<file path="src/rtl/fht_ctrl_pkg.sv">
// Shared types and butterfly address/twiddle formulas for the radix-2 FHT
// sequencer; the same functions are used by the RTL and the bench model.
package fht_ctrl_pkg;

  typedef enum logic [1:0] {
    ST_IDLE  = 2'd0,
    ST_RUN   = 2'd1,
    ST_DRAIN = 2'd2,
    ST_DONE  = 2'd3
  } state_e;

  function automatic int unsigned but_x0(input int unsigned j, input int unsigned s);
    int unsigned h, blk, k;
    h   = 32'd1 << s;
    blk = j >> s;
    k   = j & (h - 32'd1);
    return blk * (h << 1) + k;
  endfunction

  function automatic int unsigned but_x1(input int unsigned j, input int unsigned s);
    int unsigned h, blk, k;
    h   = 32'd1 << s;
    blk = j >> s;
    k   = j & (h - 32'd1);
    return blk * (h << 1) + h + k;
  endfunction

  // Mirror partner of x0 inside the block; k=0 pairs with the block midpoint.
  function automatic int unsigned but_x2(input int unsigned j, input int unsigned s);
    int unsigned h, blk, k;
    h   = 32'd1 << s;
    blk = j >> s;
    k   = j & (h - 32'd1);
    if (k == 32'd0) return blk * (h << 1) + h;
    return blk * (h << 1) + (h << 1) - k;
  endfunction

  function automatic int unsigned but_tw(input int unsigned j, input int unsigned s,
                                         input int unsigned a_bit);
    int unsigned h, k;
    h = 32'd1 << s;
    k = j & (h - 32'd1);
    return k << (a_bit - 32'd1 - s);
  endfunction

endpackage

</file>
<file path="src/rtl/fht_ctrl_dly.sv">
// PIPE_LAT-deep delay line for the write-side strobe and its payload.
// Only the strobe is cleared; payload is qualified by the strobe downstream.
module fht_ctrl_dly #(
  parameter int PIPE_LAT = 3,
  parameter int W        = 8
) (
  input  logic         clk_i,
  input  logic         clr_i,
  input  logic         vld_i,
  input  logic [W-1:0] dat_i,
  output logic         vld_o,
  output logic [W-1:0] dat_o
);

  logic [PIPE_LAT-1:0] vld_q;
  logic [W-1:0]        dat_q [PIPE_LAT];

  always_ff @(posedge clk_i) begin
    if (clr_i) begin
      vld_q <= '0;
    end else begin
      vld_q[0] <= vld_i;
      for (int i = 1; i < PIPE_LAT; i++) vld_q[i] <= vld_q[i-1];
    end
  end

  always_ff @(posedge clk_i) begin
    dat_q[0] <= dat_i;
    for (int i = 1; i < PIPE_LAT; i++) dat_q[i] <= dat_q[i-1];
  end

  assign vld_o = vld_q[PIPE_LAT-1];
  assign dat_o = dat_q[PIPE_LAT-1];

endmodule

</file>
<file path="src/rtl/fht_but_ctrl.sv">
// Stage/butterfly sequencer for the radix-2 FHT core (read/twiddle/bank issue,
// write addresses delayed by PIPE_LAT). Optional abort input: FHT_CTRL_ABORT_EN.
module fht_but_ctrl #(
  parameter int N        = 16,
  parameter int A_BIT    = $clog2(N),
  parameter int PIPE_LAT = 3
) (
  input  logic             iCLK,
  input  logic             iRESET,
  input  logic             iSTART,
`ifdef FHT_CTRL_ABORT_EN
  input  logic             iABORT,
`endif
  output logic             oBUSY,
  output logic             oDONE,
  output logic             oRD_EN,
  output logic             oRD_BANK,
  output logic [A_BIT-1:0] oADDR_X0,
  output logic [A_BIT-1:0] oADDR_X1,
  output logic [A_BIT-1:0] oADDR_X2,
  output logic [A_BIT-2:0] oTW_IDX,
  output logic             oWR_EN,
  output logic             oWR_BANK,
  output logic [A_BIT-1:0] oADDR_Y0,
  output logic [A_BIT-1:0] oADDR_Y1,
  output logic             oRES_BANK
);
  import fht_ctrl_pkg::*;

  localparam int J_W = A_BIT - 1;
  localparam int S_W = (A_BIT > 1) ? $clog2(A_BIT) : 1;
  localparam int D_W = $clog2(PIPE_LAT + 1);
  localparam int Y_W = 1 + 2 * A_BIT;

  localparam logic [J_W-1:0] J_LAST   = '1;
  localparam logic [S_W-1:0] S_LAST   = S_W'(A_BIT - 1);
  localparam logic [D_W-1:0] D_LAST   = D_W'(PIPE_LAT - 1);
  localparam logic           RES_BANK = (A_BIT % 2) == 1;

  state_e         state_q, state_d;
  logic [S_W-1:0] s_q, s_d;
  logic [J_W-1:0] j_q, j_d;
  logic [D_W-1:0] d_q, d_d;
  logic           abort_w;

  logic           rd_en, wr_bank_rd, wr_vld;
  logic [Y_W-1:0] wr_dat_in, wr_dat_out;

`ifdef FHT_CTRL_ABORT_EN
  assign abort_w = iABORT && (state_q == ST_RUN || state_q == ST_DRAIN);
`else
  assign abort_w = 1'b0;
`endif

  always_ff @(posedge iCLK) begin
    if (iRESET) begin
      state_q <= ST_IDLE;
      s_q     <= '0;
      j_q     <= '0;
      d_q     <= '0;
    end else begin
      state_q <= state_d;
      s_q     <= s_d;
      j_q     <= j_d;
      d_q     <= d_d;
    end
  end

  always_comb begin
    state_d = state_q;
    s_d     = s_q;
    j_d     = j_q;
    d_d     = d_q;
    case (state_q)
      ST_IDLE: begin
        if (iSTART) begin
          state_d = ST_RUN;
          s_d     = '0;
          j_d     = '0;
        end
      end
      ST_RUN: begin
        j_d = j_q + 1'b1;
        if (j_q == J_LAST) begin
          state_d = ST_DRAIN;
          d_d     = '0;
        end
      end
      // Hold off the next stage until every write of this stage has landed.
      ST_DRAIN: begin
        d_d = d_q + 1'b1;
        if (d_q == D_LAST) begin
          if (s_q == S_LAST) begin
            state_d = ST_DONE;
          end else begin
            state_d = ST_RUN;
            s_d     = s_q + 1'b1;
            j_d     = '0;
          end
        end
      end
      ST_DONE: state_d = ST_IDLE;
      default: state_d = ST_IDLE;
    endcase
    if (abort_w) state_d = ST_IDLE;
  end

  always_comb begin
    rd_en      = (state_q == ST_RUN);
    oBUSY      = (state_q == ST_RUN) || (state_q == ST_DRAIN);
    oDONE      = (state_q == ST_DONE);
    oRD_EN     = rd_en;
    oRD_BANK   = rd_en & s_q[0];
    wr_bank_rd = rd_en & ~s_q[0];
    oADDR_X0   = '0;
    oADDR_X1   = '0;
    oADDR_X2   = '0;
    oTW_IDX    = '0;
    if (rd_en) begin
      oADDR_X0 = A_BIT'(but_x0(32'(j_q), 32'(s_q)));
      oADDR_X1 = A_BIT'(but_x1(32'(j_q), 32'(s_q)));
      oADDR_X2 = A_BIT'(but_x2(32'(j_q), 32'(s_q)));
      oTW_IDX  = J_W'(but_tw(32'(j_q), 32'(s_q), 32'(A_BIT)));
    end
  end

  assign wr_dat_in = {wr_bank_rd, oADDR_X0, oADDR_X1};

  fht_ctrl_dly #(
    .PIPE_LAT (PIPE_LAT),
    .W        (Y_W)
  ) u_dly (
    .clk_i (iCLK),
    .clr_i (iRESET | abort_w),
    .vld_i (rd_en),
    .dat_i (wr_dat_in),
    .vld_o (wr_vld),
    .dat_o (wr_dat_out)
  );

  always_comb begin
    oWR_EN   = wr_vld;
    oWR_BANK = 1'b0;
    oADDR_Y0 = '0;
    oADDR_Y1 = '0;
    if (wr_vld) begin
      oWR_BANK = wr_dat_out[Y_W-1];
      oADDR_Y0 = wr_dat_out[2*A_BIT-1:A_BIT];
      oADDR_Y1 = wr_dat_out[A_BIT-1:0];
    end
  end

  assign oRES_BANK = RES_BANK;

endmodule

</file>
<file path="config.mk">
export PLATFORM = sky130hd
export DESIGN_NAME = fht_but_ctrl
export DESIGN_NICKNAME = d
export VERILOG_FILES = /design/src/rtl/fht_ctrl_pkg.sv /design/src/rtl/fht_ctrl_dly.sv /design/src/rtl/fht_but_ctrl.sv
export SDC_FILE = /design/constraint.sdc
export NUM_CORES = 1
export LEC_CHECK = 0
export BUFFER_PORTS_ARGS = -buffer_cell sky130_fd_sc_hd__buf_2
export CELL_PAD_IN_SITES_DETAIL_PLACEMENT = 0
export CELL_PAD_IN_SITES_GLOBAL_PLACEMENT = 1
export CORE_MARGIN = 1.5
export CORE_UTILIZATION = 30
export DETAILED_ROUTE_END_ITERATION = 6
export GPL_TIMING_DRIVEN = 1
export HOLD_SLACK_MARGIN = 0.05
export PLACE_DENSITY_LB_ADDON = 0.08
export SETUP_SLACK_MARGIN = 0.15
export SLEW_MARGIN = 20
export SYNTH_ARGS = -nofsm -noshare
export SYNTH_HDL_FRONTEND = slang
export SYNTH_SLANG_ARGS = --single-unit
export TNS_END_PERCENT = 30
</file>
<file path="constraint.sdc">
create_clock -name iCLK -period 9.4 [get_ports iCLK]
set_input_delay 1.88 -clock iCLK [delete_from_list [all_inputs] [get_ports iCLK]]
set_output_delay 1.88 -clock iCLK [all_outputs]
set_load 0.01 [all_outputs]
</file>
==> flow_summary.ini, run 1 <==
[global_routing]
grt_pass1_vias = 1226
grtUsageTotal_pct = 11.63
grt_max_degree = 15
grt_pass1_wl_um = 6196
grt-ovfl-total = 0
antenna_found_initial = 0

[clock_network]
clock_latency_ns = 0.29
hold_buffers = 0
cts_max_path_buffers = 2
h-tree-depth = 2
cts_buffers = 5
post_cts_resized = 0
cts_tree = done
cts.sinks = 39
clock-root-buffer = clkbuf_8
postCtsSetupBuffers = 0
clkTransAtPathRegs_ns = 0.08

[critical_path]
crit_required_ns = 7.52
crit_path_max_fanout = 14
cp_data_arrival_time_ns = 4.21
start_kind = flop
crit_path_end = oADDR_X2[3]
worst-r2r-setup-slack_ns = 5.70
r2r-end = u_dly.dat_q[0][3]
crit_start = s_q[0]
worstSetupEndpointType = primary output
crit_type = flop to primary output
timing.rr.start = s_q[0]
reg2regPathDepth = 12

[logic_synthesis]
synthTopCellsByArea = dfxtp_1 40%, ha_1 13%, and2_1 4.2%
yosysWarnings = 0
ys_seq_area_share_pct = 40.08
postSynthCellCount = 203
syn_area_per_cell_um2 = 9.597
synth_cell_types = 33
syn_nets = 230
yosys.area.top_type = dfxtp_1
synth.top_cell.area_share_pct = 40.08
syn_area_um2 = 1948
ys_ff_latch = 39

[power_and_ir_drop]
ir_drop_uv = 105.3
leakagePower_nw = 1.066
p_int_uw = 331.7
combPwrFrac_pct = 31.2
seqPwrFrac_pct = 41.4
clkPwrFrac_pct = 27.4
powerDensity_nw_per_um2 = 222.0
switching_share_pct = 33.61
power.total_uw = 499.6
p_sw_uw = 167.9

[hold_path]
min-delay-start = u_dly.dat_q[0][16]
hold_path_class = flop to flop

[die]
pin_count = 33
rows = 29
core_area_um2 = 6314
die_h_um = 83.59
start_util_pct = 30.86
die_w_um = 83.59
die_area_um2 = 6986

[timing]
fmax_mhz = 164.3
tns_ns = 0
slew_headroom_pct = 62.51
fin_crit_sh_pct = 64.74
tightest_slew_ns = 0.5623
hold_violations = 0
finalMaxSlewViolations = 0
min_period_ns = 6.086
skew_ns = 0.01044
setup_viol = 0
rsz0062_at_grt = false

[cells_and_area]
final_cells = 310
multi_input_area_um2 = 1046
insertedDiodeCount = 0
fin_nets = 259
n_fill_cell = 663
drive_gt1_share_pct = 18.88
fin_area_um2 = 2251
syn2layout_area_growth_pct = 15.54
register_area_um2 = 780.7

[placement]
gp_congestion = 0.7919
placedCellCount = 302
io_buffers = 31
dp.final_hpwl_um = 3014
placed_area_um2 = 2138

[route]
postRouteAntennaNets = 0
viasPerCell = 4.303
wire_per_inst_um = 12.38
drt_iter0_markers = 38
drtPass1Iterations = 7
wirelength_um = 3838
vias = 1334
drt_drc_violations_left = 0

[flow_run]
drv_cap = 0

[outcome]
outcome = completed
==> final cells by class <==
type                    count  share of cell area, %
clock buffers               5                  3.057
flip-flops and latches     39                  34.69
multi-input cells         139                  46.47
well taps                  77                  4.280
inverters                  16                  2.668
clock inverters             3                  1.946
repair buffers             31                  6.893
==> worst min path at each step <==
stage,slack (ns),cells after the start,endpoint
5_1_grt,0.33,0,u_dly.dat_q[0][23]
2_1_floorplan,0.31,0,u_dly.dat_q[0][10]
3_3_place_gp,0.31,0,u_dly.dat_q[0][24]
3_5_place_dp,0.31,0,u_dly.dat_q[0][15]
4_1_cts,0.33,0,u_dly.dat_q[0][25]
6_report,0.33,0,u_dly.dat_q[0][25]
==> cells in the final DEF (no fill, tap or decap), types with 2 or more instances in the layout <==
cell type,count
a211oi_1,2
a21oi_1,11
and2_1,13
buf_2,31
clkbuf_8,5
conb_1,2
dfxtp_1,39
fa_1,4
ha_1,20
inv_1,16
mux2i_1,8
nand2_1,10
nand2b_1,6
nand3_1,3
nor2_1,21
nor2b_1,7
nor3_1,4
o21ai_0,5
xnor2_1,7
xor2_1,5
==> registers in the layout, indices dropped and copies added (netlist names) <==
name / cells
j_q: 3
d_q: 2
u_dly.vld_q: 3
u_dly.dat_q: 27
state_q: 2
s_q: 2
==> worst max-delay path, stage by stage (launching register included) <==
cell	delay [ns]
dfxtp_1	0.66
inv_1	0.28
ha_1	0.39
xnor2_1	0.25
nand2_1	0.16
inv_1	0.17
ha_1	0.26
xnor2_1	0.16
ha_1	0.18
inv_1	0.05
fa_1	0.37
xnor2_1	0.14
xnor2_1	0.13
mux2_2	0.28
nand2b_1	0.15
mux2i_1	0.16
buf_2	0.15
==> metrics by stage <==
| step | utilization (%) | hold slack [ns] | setup WS [ns] |
|---|---|---|---|
| 2_1_floorplan | - | 0.3096 | 4.268 |
| 3_3_place_gp | 33.87 | 0.3107 | 3.610 |
| 3_5_place_dp | 33.87 | 0.3121 | 3.578 |
| 4_1_cts | 35.65 | 0.3273 | 3.237 |
| 5_1_grt | 35.65 | 0.3326 | 2.917 |
| 6_report | 35.65 | 0.3258 | 3.314 |
==> power groups by stage <==
stage,Clock [mW],Sequential [mW],Combinational (mW)
2_1_floorplan,0,0.205,0.125
3_3_place_gp,0,0.211,0.161
3_5_place_dp,0,0.211,0.160
4_1_cts,0.142,0.207,0.160
5_1_grt,0.151,0.211,0.177
6_report,0.137,0.207,0.156
==> cell usage after synthesis, drive strengths merged <==
library cell / count
o211ai: 1
buf: 7
and4bb: 1
and2: 13
nor3: 4
nand2: 10
nor2: 21
mux2i: 8
inv: 16
a32oi: 1
nand3b: 1
xor2: 5
nor3b: 2
nand3: 3
or2: 1
conb: 2
a311oi: 1
xnor2: 8
fa: 4
ha: 20
clkbuf: 2
a221oi: 1
dfxtp: 39
nand2b: 6
mux2: 1
a21oi: 11
nor2b: 7
a211oi: 2
o21ai: 5
==> per-layer routing <==
metal | vias to the layer above | GRT usage [%] | share of wire, %
met1 | 589 | 14.36 | 47
li1 | 705 | - | -
met4 | 0 | 5.365 | 2.7
met2 | 34 | 18.62 | 45
met5 | - | 0 | 0
met3 | 6 | 3.462 | 4.7
==> logic make-up (layout without fill, tap and decap cells) <==
family | Yosys count | after routing | synth area share [%]
and+or+nand+nor | 69 | 69 | 18.50
DFF | 39 | 39 | 40.08
buffers and inverters | 25 | 55 | 6.230
adders and majority gates | 24 | 24 | 16.96
AOI/OAI and AO/OA | 22 | 22 | 6.936
xor gates and xnor gates | 13 | 13 | 6.230
muxes | 9 | 9 | 4.689
other | 2 | 2 | 0.3855
Power figures use the tool's default switching activity.
==> inputs of run 2 (changes only) <==
==> constraint.sdc (replaced) <==
create_clock -name iCLK -period 6.11 [get_ports iCLK]
set_input_delay 1.222 -clock iCLK [delete_from_list [all_inputs] [get_ports iCLK]]
set_output_delay 1.222 -clock iCLK [all_outputs]
set_load 0.01 [all_outputs]
==> run 2 against run 1 <==
Against the previous run:
- via count is 0.97% higher
- flip-flop and latch count is the same
- largest cell class unchanged
- non-clock buffer count is the same
- clock skew fell by 0.0014 ns
- first-iteration DRC count shrank 7.9%
- final area is 0.22% higher
- clock power is 58% higher
==> flow_summary.ini, run 2 (synthesized netlist as in run 1, its figures left out) <==
[critical_path]
max_stage_delay_ns = 0.66
start_kind = flop
crit_path_top_delay_cell = dfxtp_1
cp_cell_sequence = inv_1, ha_1, xnor2_1, nand2_1, inv_1, ha_1, xnor2_1, ha_1, inv_1, fa_1, xnor2_1, xnor2_1, mux2_2, nand2b_1, mux2i_1, buf_2
worstSetupEndpointType = primary output
crit_path_max_fanout = 14
cp_data_arrival_time_ns = 4.32
crit_top_cell = xnor2_1
crit_required_ns = 4.89
crit_type = flop to primary output

[route]
vias = 1347
wire_per_inst_um = 12.68
drt_drc_violations_left = 0
wirelength_um = 3931
postRouteAntennaNets = 0
viasPerCell = 4.345
drtPass1Iterations = 4
drt_iter0_markers = 35

[cells_and_area]
insertedDiodeCount = 0
final_common_cell = dfxtp_1
n_fill_cell = 662
fin_nets = 259
final_cell_mix = 39 x dfxtp_1, 31 x buf_2, 21 x nor2_1
top_regs = u_dly.dat_q (27), j_q (3), u_dly.vld_q (3)
regMostFlops = u_dly.dat_q
multi_input_area_um2 = 1046
drive_gt1_share_pct = 18.88
largest_register_ffs = 27
syn2layout_area_growth_pct = 15.80
register_area_um2 = 780.7

[timing]
rsz0062_at_grt = false
min_period_ns = 5.542
tns_ns = 0
fin_crit_sh_pct = 90.70
fmax_mhz = 180.4
hold_violations = 0
slew_headroom_pct = 62.18
layout_setup_ws_ns = 0.5679
skew_ns = 0.009057
setup_viol = 0
tightest_slew_ns = 0.5673
finalMaxSlewViolations = 0

[power_and_ir_drop]
leakagePower_nw = 1.069
powerDensity_nw_per_um2 = 344.4
ir_drop_uv = 129.2
power.total_uw = 776.9

[die]
rows = 29
core_area_um2 = 6314
die_area_um2 = 6986
start_util_pct = 30.86
pin_count = 33
die_w_um = 83.59
die_h_um = 83.59

[global_routing]
grtUsageTotal_pct = 11.50
grt-ovfl-total = 0
grt_pass1_vias = 1221
grt_pass1_wl_um = 6265
antenna_found_initial = 0
grt_max_degree = 15

[clock_network]
cts_buffers = 5
cts_max_path_buffers = 2
h-tree-depth = 2
clock_latency_ns = 0.28
clkTransAtPathRegs_ns = 0.08
cts.sinks = 39
cts_tree = done
hold_buffers = 0
clock-root-buffer = clkbuf_8
postCtsSetupBuffers = 0
post_cts_resized = 0

[placement]
gp_congestion = 0.7951
dp.final_hpwl_um = 3086
io_buffers = 31
place_ws_ns = 0.8743

[hold_path]
hold_path_class = flop to flop

[outcome]
outcome = completed

[flow_run]
drv_cap = 0
-- run 2: cell types whose count changed in the layout (fill, tap and decap cells not counted), sizes merged --
cell,change
clkinv,-1
clkbuf,+1
-- run 2: area by class of cell --
cell class                      instances  area share [%]
Multi-Input combinational cell        139           46.37
Sequential cell                        39           34.61
Timing Repair Buffer                   31           6.877
Tap cell                               77           4.271
Clock buffer                            6           3.661
Inverter                               16           2.662
Clock inverter                          2           1.553
-- run 2: power breakdown --
group,leakage (nW),internal [mW],switching (mW)
registers,0.317,0.295,0.0227
clock network,0.0612,0.132,0.0848
logic,0.691,0.0935,0.149
-- run 2: critical path, delay by kind of cell, from the launching register on --
family	cells	cell delay (ns)
muxes	2	0.45
xor gates and xnor gates	4	0.73
and+or+nand+nor	2	0.32
DFF	1	0.66
buffers and inverters	4	0.66
adders and majority gates	4	1.21
-- run 2: final timing paths --
| path | startpoint | to | slack (ns) | depth (start not counted) |
|---|---|---|---|---|
| worst max-delay path | s_q[0] | oADDR_X2[3] | 0.57 | 16 |
| worst min-delay path | u_dly.dat_q[0][14] | u_dly.dat_q[0][23] | 0.33 | 0 |
| worst max register to register | s_q[0] | u_dly.dat_q[0][3] | 2.38 | 12 |
| worst min register to register | u_dly.dat_q[0][14] | u_dly.dat_q[0][23] | 0.33 | 0 |
-- run 2: per-stage QoR --
step,hold WS (ns),instances,instance area (µm²),util (%)
2_1_floorplan,0.3096,203,1948,-
3_3_place_gp,0.3107,302,2138,33.87
3_5_place_dp,0.3121,302,2138,33.87
4_1_cts,0.3275,310,2256,35.73
5_1_grt,0.3282,310,2256,35.73
6_report,0.3267,310,2256,35.73
-- run 2: layer usage --
metal  vias up  routed length, µm  GRT usage, %
li1        704                  -             -
met1       615               1962         15.13
met2        23               1808         18.84
met3         5                121         2.473
met4         0                 38         3.577
met5         -                  0             0
==> inputs of run 3 (changes only) <==
--- a/config.mk
+++ b/config.mk
@@ -18,5 +18,6 @@
 export SLEW_MARGIN = 20
 export SYNTH_ARGS = -nofsm -noshare
 export SYNTH_HDL_FRONTEND = slang
+export SYNTH_HIERARCHICAL = 1
 export SYNTH_SLANG_ARGS = --single-unit
 export TNS_END_PERCENT = 30
==> run 3 against run 2 <==
Against the previous run:
- clock power grew 14%
- utilization shrank 0.35 points
- sequential power is essentially flat
- combinational power shrank 4%
- cell count grew 0.97%
- largest cell class unchanged
- highest routed layer unchanged
==> flow_summary.ini, run 3 <==
[logic_synthesis]
synth_common_cells = 39 x dfxtp_1, 20 x ha_1, 16 x inv_1, 16 x nor2_1
synthTopCellsByArea = dfxtp_1 39%, ha_1 13%, buf_4 4.1%
synth_ff_type = dfxtp_1
synth_cell_types = 37
ys_async_sr_fraction_pct = 0
yosys.area.top_type = dfxtp_1
synth_most_common_cell = dfxtp_1
ys_seq_area_share_pct = 39.07
postSynthCellCount = 214
syn_nets = 241
ys_ff_latch = 39
synth.top_cell.area_share_pct = 39.07
synth_edf_count = 0
yosysWarnings = 6
syn_area_per_cell_um2 = 9.337
syn_area_um2 = 1998

[critical_path]
worstSetupEndpointType = primary output
cp_top_family = adder cells
worst-r2r-setup-slack_ns = 2.50
crit_path_top_delay_cell = dfxtp_1
cp_data_arrival_time_ns = 4.17
timing.rr.start = s_q[0]
crit_top_cell = xnor2_1
cp_cell_sequence = inv_1, ha_1, xnor2_1, nand2_1, inv_1, ha_1, xnor2_1, ha_1, inv_1, fa_1, xnor2_1, xnor2_1, mux2_2, nand2b_1, mux2i_1, buf_2
crit_path_max_fanout = 14
crit_start = s_q[0]
max_stage_delay_ns = 0.64
crit_type = flop to primary output
reg2regPathDepth = 13
start_kind = flop
path_buf_inv = 4
crit_required_ns = 4.89
r2r-end = u_dly/dat_q[0][3]

[die]
die_h_um = 84.61
rows = 29
pin_count = 33
die_w_um = 84.61
start_util_pct = 31.29
core_area_um2 = 6386
die_area_um2 = 7159

[timing]
skew_ns = 0.003167
finalMaxSlewViolations = 0
fin_crit_sh_pct = 88.29
min_period_ns = 5.394
slew_headroom_pct = 49.23
tightest_slew_ns = 0.7615
hold_violations = 0
rsz0062_at_grt = false
fmax_mhz = 185.4
tns_ns = 0
setup_viol = 0

[cells_and_area]
regMostFlops = u_dly/dat_q
final_cells = 313
syn2layout_area_growth_pct = 13.09
top_regs = u_dly/dat_q (27), j_q (3), u_dly/vld_q (3)
insertedDiodeCount = 0
largest_register_ffs = 27
fin_util_pct = 35.38
final_common_cell = dfxtp_1
fin_nets = 262
drive_gt1_share_pct = 18.22
fin_area_um2 = 2260
final_cell_mix = 39 x dfxtp_1, 31 x buf_2, 20 x ha_1

[clock_network]
h-tree-depth = 2
postCtsSetupBuffers = 0
post_cts_resized = 0
cts_buffers = 5
hold_buffers = 0
cts_max_path_buffers = 2
cts_tree = done
clkTransAtPathRegs_ns = 0.07
clock_latency_ns = 0.28
clock-root-buffer = clkbuf_8
cts.sinks = 39

[hold_path]
min-delay-start = u_dly/dat_q[0][11]
hold-path-cell-count = 0
hold_path_class = flop to flop
hold_end = u_dly/dat_q[0][20]

[route]
drtPass1Iterations = 4
postRouteAntennaNets = 0
viasPerCell = 4.313
wirelength_um = 3861
wire_per_inst_um = 12.34
drt_drc_violations_left = 0
drt_iter0_markers = 45
vias = 1350

[power_and_ir_drop]
leakagePower_nw = 1.069
p_sw_uw = 253.6
ir_drop_uv = 169.1
seqPwrFrac_pct = 39.8
p_int_uw = 545.4
switching_share_pct = 31.73
clkPwrFrac_pct = 31.1
powerDensity_nw_per_um2 = 353.6
combPwrFrac_pct = 29.1

[global_routing]
antenna_found_initial = 0
grtUsageTotal_pct = 11.60
grt_pass1_wl_um = 6548
grt-ovfl-total = 0
grt_max_degree = 16
grt_pass1_vias = 1324

[placement]
dp.final_hpwl_um = 2971
placedCellCount = 305
placed_area_um2 = 2127
gp_congestion = 0.7684
io_buffers = 31

[outcome]
outcome = completed

[flow_run]
drv_cap = 0
[run 3: worst max path at each step]
stage	slack (ns)	cells past startpoint	end
after global placement	0.98	16	oADDR_X2[3]
after detailed placement	0.95	16	oADDR_X2[3]
after floorplan	1.63	17	oADDR_X2[3]
after CTS	0.61	16	oADDR_X2[3]
after global routing	0.19	16	oADDR_X2[3]
final	0.72	16	oADDR_X2[3]
[run 3: through the flow]
step / setup WS, ns / hold WS, ns / power [mW]
2_1_floorplan: 1.635 / 0.3096 / 0.5133
3_3_place_gp: 0.9807 / 0.3106 / 0.5675
3_5_place_dp: 0.9479 / 0.3121 / 0.5624
4_1_cts: 0.6137 / 0.3299 / 0.8142
5_1_grt: 0.1935 / 0.3330 / 0.8607
6_report: 0.7158 / 0.3281 / 0.7990
[run 3: cell type report]
cell class                      count  area, µm²
Clock buffer                        6      72.57
Clock inverter                      2      60.06
Inverter                           17      63.81
Tap cell                           77      96.34
Multi-Input combinational cell    141       1031
Fill cell                         678       4126
Sequential cell                    39      780.7
Timing Repair Buffer               31      155.1
[run 3: logic make-up (layout without fill, tap and decap cells)]
logic type,Yosys count,count (layout),synth area share [%]
AO/OA/AOI/OAI,25,25,7.264
XOR/XNOR,12,12,5.636
adder cells (fa/ha/maj),24,24,16.53
buffers and inverters,34,56,9.330
flip-flops,39,39,39.07
multiplexers,6,6,3.068
other,2,2,0.3758
AND/OR/NAND/NOR,72,72,18.72
[run 3: power groups by stage]
stage	combinational, mW	clock (mW)	sequential, mW
5_1_grt	0.267	0.270	0.323
6_report	0.233	0.248	0.318
3_5_place_dp	0.238	0	0.324
3_3_place_gp	0.243	0	0.324
4_1_cts	0.239	0.257	0.318
2_1_floorplan	0.197	0	0.316
[run 3: layer usage]
layer	track usage, %	vias to the layer above	wire length (µm)
met3	3.147	4	128
met4	3.079	0	41
met1	15.98	602	1980
met5	0	-	0
met2	17.97	23	1711
li1	-	721	-
